## src/rtl/fxp_mult_lanes_if.sv

```systemverilog
// Beat/result bundle for fxp_mult_lanes: packed lane operands in, packed lane
// results with per-lane saturation flags out.
interface fxp_mult_lanes_if #(
    parameter int dataWidth = 16,
    parameter int lanes     = 4
);
    logic                         in_valid;
    logic                         mode;
    logic                         in_last;
    logic [lanes*dataWidth-1:0]   a;
    logic [lanes*dataWidth-1:0]   b;
    logic                         out_valid;
    logic [lanes*dataWidth-1:0]   out_data;
    logic [lanes-1:0]             out_sat;

    modport master (
        output in_valid, mode, in_last, a, b,
        input  out_valid, out_data, out_sat
    );

    modport slave (
        input  in_valid, mode, in_last, a, b,
        output out_valid, out_data, out_sat
    );
endinterface

```

## src/rtl/fxp_mult_lanes.sv

```systemverilog
// Five-stage multi-lane signed fixed-point multiplier with round/saturate and
// an accumulate mode that reduces all lane products over a packet into lane 0.
module fxp_mult_lanes #(
    parameter int dataWidth = 16,
    parameter int fracWidth = 14,
    parameter int lanes     = 4,
    parameter int accWidth  = 40
) (
    input  logic              clk,
    input  logic              rst,
    fxp_mult_lanes_if.slave   io_bus
);
    localparam int DW = dataWidth;
    localparam int PW = 2 * dataWidth;
    localparam int AW = accWidth;
    localparam int LW = lanes * dataWidth;

    localparam logic signed [AW:0] HALF = {{AW{1'b0}}, 1'b1} << (fracWidth - 1);
    localparam logic signed [AW:0] MAXV = {{(AW-DW+2){1'b0}}, {(DW-1){1'b1}}};
    localparam logic signed [AW:0] MINV = {{(AW-DW+2){1'b1}}, {(DW-1){1'b0}}};

    typedef logic signed [PW-1:0] prod_t;

    // Round half-up at the binary point, then clamp; MSB of result is the clip flag.
    function automatic logic [DW:0] round_sat(input logic signed [AW-1:0] x);
        logic signed [AW:0] t;
        logic [DW:0]        res;
        t = ($signed({x[AW-1], x}) + HALF) >>> fracWidth;
        if (t > MAXV) begin
            res = {1'b1, MAXV[DW-1:0]};
        end else if (t < MINV) begin
            res = {1'b1, MINV[DW-1:0]};
        end else begin
            res = {1'b0, t[DW-1:0]};
        end
        return res;
    endfunction

    logic                   r_s1_valid, r_s1_mode, r_s1_last;
    logic [LW-1:0]          r_s1_a, r_s1_b;
    logic                   r_s2_valid, r_s2_mode, r_s2_last;
    prod_t                  r_s2_p [lanes];
    logic                   r_s3_valid, r_s3_mode, r_s3_last;
    prod_t                  r_s3_p [lanes];
    logic signed [AW-1:0]   r_s3_s;
    logic                   r_s4_valid, r_s4_mode, r_s4_last;
    prod_t                  r_s4_p [lanes];
    logic signed [AW-1:0]   r_acc;
    logic                   r_first;
    logic                   r_out_valid;
    logic [LW-1:0]          r_out_data;
    logic [lanes-1:0]       r_out_sat;

    logic signed [DW-1:0]   w_a [lanes];
    logic signed [DW-1:0]   w_b [lanes];
    prod_t                  w_p [lanes];
    logic signed [AW-1:0]   w_s;
    logic signed [AW-1:0]   w_acc_next;
    logic signed [AW-1:0]   w_x [lanes];
    logic                   w_emit;
    logic [LW-1:0]          w_data;
    logic [lanes-1:0]       w_sat;

    // Products, lane sum, accumulator update and output rounding.
    always_comb begin
        w_s        = '0;
        w_data     = '0;
        w_sat      = '0;
        for (int i = 0; i < lanes; i++) begin
            w_a[i] = r_s1_a[i*DW +: DW];
            w_b[i] = r_s1_b[i*DW +: DW];
            w_p[i] = PW'(w_a[i]) * PW'(w_b[i]);
            w_s    = w_s + AW'(r_s2_p[i]);
        end
        w_acc_next = (r_first ? {AW{1'b0}} : r_acc) + r_s3_s;
        w_emit     = r_s4_valid & (~r_s4_mode | r_s4_last);
        // Accumulate results land in lane 0; the other lanes round 0 to 0, unclipped.
        for (int i = 0; i < lanes; i++) begin
            if (r_s4_mode) begin
                w_x[i] = (i == 0) ? r_acc : {AW{1'b0}};
            end else begin
                w_x[i] = AW'(r_s4_p[i]);
            end
            {w_sat[i], w_data[i*DW +: DW]} = round_sat(w_x[i]);
        end
    end

    // Pipeline stages S1..S4 (data and control).
    always_ff @(posedge clk or posedge rst) begin
        if (rst) begin
            {r_s1_valid, r_s1_mode, r_s1_last} <= 3'b000;
            {r_s2_valid, r_s2_mode, r_s2_last} <= 3'b000;
            {r_s3_valid, r_s3_mode, r_s3_last} <= 3'b000;
            {r_s4_valid, r_s4_mode, r_s4_last} <= 3'b000;
            r_s1_a <= '0;
            r_s1_b <= '0;
            r_s3_s <= '0;
            for (int i = 0; i < lanes; i++) begin
                r_s2_p[i] <= '0;
                r_s3_p[i] <= '0;
                r_s4_p[i] <= '0;
            end
        end else begin
            {r_s1_valid, r_s1_mode, r_s1_last} <= {io_bus.in_valid, io_bus.mode, io_bus.in_last};
            {r_s2_valid, r_s2_mode, r_s2_last} <= {r_s1_valid, r_s1_mode, r_s1_last};
            {r_s3_valid, r_s3_mode, r_s3_last} <= {r_s2_valid, r_s2_mode, r_s2_last};
            {r_s4_valid, r_s4_mode, r_s4_last} <= {r_s3_valid, r_s3_mode, r_s3_last};
            r_s1_a <= io_bus.a;
            r_s1_b <= io_bus.b;
            r_s3_s <= w_s;
            for (int i = 0; i < lanes; i++) begin
                r_s2_p[i] <= w_p[i];
                r_s3_p[i] <= r_s2_p[i];
                r_s4_p[i] <= r_s3_p[i];
            end
        end
    end

    // Packet accumulator; elementwise beats and bubbles leave it untouched.
    always_ff @(posedge clk or posedge rst) begin
        if (rst) begin
            r_acc   <= '0;
            r_first <= 1'b1;
        end else if (r_s3_valid && r_s3_mode) begin
            r_acc   <= w_acc_next;
            r_first <= r_s3_last;
        end else begin
            r_acc   <= r_acc;
            r_first <= r_first;
        end
    end

    // Output registers: strobe for one cycle, hold data between strobes.
    always_ff @(posedge clk or posedge rst) begin
        if (rst) begin
            r_out_valid <= 1'b0;
            r_out_data  <= '0;
            r_out_sat   <= '0;
        end else begin
            r_out_valid <= w_emit;
            if (w_emit) begin
                r_out_data <= w_data;
                r_out_sat  <= w_sat;
            end else begin
                r_out_data <= r_out_data;
                r_out_sat  <= r_out_sat;
            end
        end
    end

    assign io_bus.out_valid = r_out_valid;
    assign io_bus.out_data  = r_out_data;
    assign io_bus.out_sat   = r_out_sat;
endmodule

```

## src/flat_wrapper.sv

```systemverilog
// flat-port wrapper written by rule: the top's interface ports become plain ports
module fxp_mult_lanes_flat 
#(
    parameter int dataWidth = 16,
    parameter int fracWidth = 14,
    parameter int lanes     = 4,
    parameter int accWidth  = 40
)
  (clk, rst, io_bus_in_valid, io_bus_mode, io_bus_in_last, io_bus_a, io_bus_b, io_bus_out_valid, io_bus_out_data, io_bus_out_sat);
  fxp_mult_lanes_if #(.dataWidth(dataWidth), .lanes(lanes)) io_bus_i ();
  input  logic clk;
  input  logic rst;
  input wire logic [$bits(io_bus_i.in_valid)-1:0] io_bus_in_valid;
  input wire logic [$bits(io_bus_i.mode)-1:0] io_bus_mode;
  input wire logic [$bits(io_bus_i.in_last)-1:0] io_bus_in_last;
  input wire logic [$bits(io_bus_i.a)-1:0] io_bus_a;
  input wire logic [$bits(io_bus_i.b)-1:0] io_bus_b;
  output wire logic [$bits(io_bus_i.out_valid)-1:0] io_bus_out_valid;
  output wire logic [$bits(io_bus_i.out_data)-1:0] io_bus_out_data;
  output wire logic [$bits(io_bus_i.out_sat)-1:0] io_bus_out_sat;
  assign io_bus_i.in_valid = io_bus_in_valid;
  assign io_bus_i.mode = io_bus_mode;
  assign io_bus_i.in_last = io_bus_in_last;
  assign io_bus_i.a = io_bus_a;
  assign io_bus_i.b = io_bus_b;
  assign io_bus_out_valid = io_bus_i.out_valid;
  assign io_bus_out_data = io_bus_i.out_data;
  assign io_bus_out_sat = io_bus_i.out_sat;
  fxp_mult_lanes #(.dataWidth(dataWidth), .fracWidth(fracWidth), .lanes(lanes), .accWidth(accWidth)) u_core (.clk(clk), .rst(rst), .io_bus(io_bus_i));
endmodule
```

## config.mk

```make
export PLATFORM = sky130hd
export DESIGN_NAME = fxp_mult_lanes_flat
export DESIGN_NICKNAME = d
export VERILOG_FILES = /design/src/rtl/fxp_mult_lanes_if.sv /design/src/rtl/fxp_mult_lanes.sv /design/src/flat_wrapper.sv
export SDC_FILE = /design/constraint.sdc
export NUM_CORES = 2
export LEC_CHECK = 0
export ABC_AREA = 1
export BUFFER_PORTS_ARGS = -buffer_cell sky130_fd_sc_hd__buf_2
export CAP_MARGIN = 20
export CELL_PAD_IN_SITES_DETAIL_PLACEMENT = 0
export CELL_PAD_IN_SITES_GLOBAL_PLACEMENT = 1
export CORE_UTILIZATION = 45
export CTS_CLUSTER_DIAMETER = 50
export DETAILED_ROUTE_END_ITERATION = 8
export GPL_TIMING_DRIVEN = 1
export PLACE_DENSITY = 0.82
export SLEW_MARGIN = 10
export SYNTH_ARGS = -nofsm -noshare
export SYNTH_HDL_FRONTEND = slang
export SYNTH_SLANG_ARGS = --single-unit
```

## constraint.sdc

```tcl
create_clock -name clk -period 26.1 [get_ports clk]
set_clock_uncertainty 0.15 [all_clocks]
set_input_delay 5.22 -clock clk [delete_from_list [all_inputs] [get_ports clk]]
set_output_delay 5.22 -clock clk [all_outputs]
set_load 0.1 [all_outputs]
```

==> impl_metrics.json <==
{
  "grt_pass1_vias": 53200,
  "layout.nets": 9547,
  "grt_pass1_wl_um": 284000,
  "cp.arrival_ns": 1.60,
  "post-dp-hpwl_um": 142000,
  "area_growth_syn_to_layout_pct": 8.19,
  "yosysWarnings": 0,
  "tightest_slew_ns": 0.960,
  "h-tree-depth": 3,
  "seq_area_frac_synth_pct": 21.4,
  "rows": 140,
  "async_reset_ff_share_pct": 100,
  "place_ws_ns": 18.15,
  "max_stage_delay_ns": 0.46,
  "final_cell_mix": "inv_1 (1988), nand2_1 (1758), fa_1 (1083)",
  "cts_setup_buffers": 0,
  "routabilityCongestion": 0.952,
  "clk_pin_slew_ns": 0.06,
  "max_slew_margin_pct": 35.9,
  "fmax_mhz": 144,
  "critPathMaxFanout": 2,
  "required_ns": 20.73,
  "start_util_pct": 45.6,
  "synthMuxAreaShare_pct": 0,
  "pin_count": 202,
  "crit_path_end_kind": "output port",
  "root_buffer": "clkbuf_16",
  "synth-xor-area-share_pct": 3.67,
  "slowest_stage": "buf_2",
  "drc": 0,
  "wire_per_inst_um": 17.4,
  "cts_buffers": 84,
  "syn_nets": 9514,
  "cts.sinks": 570,
  "syn_inst": 7861,
  "rsz0062_at_grt": "no",
  "ys_ff_latch": 570,
  "n_antenna_cell": 0,
  "synth_top_family_by_area": "adder cells",
  "coreArea_mm2": 0.146,
  "num_vias": 49300,
  "synth_edf_count": 0,
  "min_period_ns": 6.97,
  "grt_overflow": 0,
  "grt_max_degree": 164,
  "setup_ws_ns": 19.13,
  "critPathBufInv": 1,
  "multi_input_area_mm2": 0.0438,
  "status": "finished clean",
  "yosysUniqueCellTypes": 60,
  "min_path_type": "register to register",
  "synthSimpleGateAreaFrac_pct": 15.6,
  "dr.first_iter.drc_count": 3142,
  "grt_usage_pct": 23.9,
  "ff_latch_area_mm2": 0.0143,
  "finalCritPeriodShare_pct": 26.7,
  "viasPerCell": 4.99,
  "hold_ws_ns": 0.187,
  "tns_ns": 0,
  "fp.dieW_um": 387,
  "hold_buffers": 0,
  "syn_area_mm2": 0.0667,
  "drive_gt1_share_pct": 6.28,
  "syn_avg_cell_area_um2": 8.49,
  "cp_cell_sequence": "buf_2",
  "setup-violations-final": 0,
  "clock_path_buffers": 3,
  "totalWireLength_um": 172000,
  "firstDrtPassIters": 5,
  "port_buffers": 201,
  "path_class": "register to output port",
  "synth_fa_ha_area_share_pct": 40.7,
  "fp.dieH_um": 387,
  "finalHoldViolations": 0,
  "setup.worst_path.start_class": "register",
  "crit_family": "buffers and inverters",
  "clk_latency_ns": 0.73,
  "synth_ff_type": "dfrtp_1",
  "fillCellCount": 14100,
  "antenna_found_initial": 8,
  "cts_tree": "built",
  "cts_resized": 0,
  "synth_compound_area_share_pct": 5.72,
  "slew_violations": 0,
  "mostFrequentLayoutCell": "inv_1",
  "final_antenna_net_count": 0,
  "maxCapViolations": 0,
  "die-area_mm2": 0.150
}
-- synth_stat cells, drive strengths merged (5+ instances only) --
cell	instances	area share, %
inv	1996	11
nor4	11	0.10
nand4	39	0.37
o2111ai	7	0.092
nand3	163	1.2
a21o	22	0.25
o21bai	21	0.25
nor2	466	2.7
a31oi	26	0.25
buf	30	0.38
xor2	175	2.3
clkbuf	242	1.4
nor3	53	0.51
dfrtp	569	21
xnor2	104	1.4
o21ai	212	1.7
nand3b	9	0.10
a211oi	8	0.090
ha	437	8.2
fa	1083	32
o211ai	15	0.19
nand2	1782	10
a21boi	13	0.15
or2	32	0.30
a221oi	5	0.066
o21a	17	0.19
a21oi	302	2.4
-- sequential cells by signal, indices dropped and copies added, names as in the netlist, 4 cells and up --
signal / flops
u_core.r_s3_p: 76
u_core.r_acc: 40
u_core.r_s1_a: 64
u_core.io_bus.out_sat: 4
u_core.r_s3_s: 40
u_core.r_s1_b: 64
u_core.r_s4_p: 76
u_core.io_bus.out_data: 64
u_core.r_s2_p: 128
-- path summary, 6_finish.rpt --
path | start | endpoint | slack [ns] | depth (start not counted)
worst max-delay path | u_core.io_bus.out_sat[2] | io_bus_out_sat[2] | 19.13 | 1
worst min-delay path | u_core.r_s3_p[117] | u_core.r_s4_p[117] | 0.19 | 0
worst max register to register | u_core.r_s1_b[36] | u_core.r_s2_p[62] | 19.53 | 18
worst min register to register | u_core.r_s3_p[117] | u_core.r_s4_p[117] | 0.19 | 0
max in group asynchronous | rst | u_core.r_s1_a[13] | 19.15 | 4
min in group asynchronous | rst | u_core.r_s1_b[48] | 4.49 | 2
-- layout make-up --
cell class	count	share of cell area (%)
multi-input combinational	5022	60.7
sequential	570	19.8
inverter	1997	10.4
tap	1917	3.32
clock buffer	105	3.19
timing repair buffer	219	1.65
clock inverter	52	1.01
-- stage by stage --
stage                     area (um2)  util [%]  std cells
after floorplan                66700         -       7861
after global placement         69100      47.2       9723
after detailed placement       69100      47.2       9723
after CTS                      72200      49.3       9880
after global routing           72200      49.3       9882
final                          72200      49.3       9882
-- logic make-up after synthesis --
logic type | Yosys count
adders and majority gates | 1520
xor gates and xnor gates | 279
DFF | 570
and+or+nand+nor | 2566
buffers and inverters | 2269
AOI/OAI and AO/OA | 657
-- routing by layer --
layer	up-vias	GRT usage (%)	part of all wire, %
li1	23100	-	-
met1	24800	33.3	45
met2	1206	39.3	47
met3	228	3.20	5.4
met4	0	6.36	2.4
met5	-	0	0
Power is left out: the tool's default activity adds up to more than one toggle a clock period on the data nets, which glitch-free logic cannot reach.
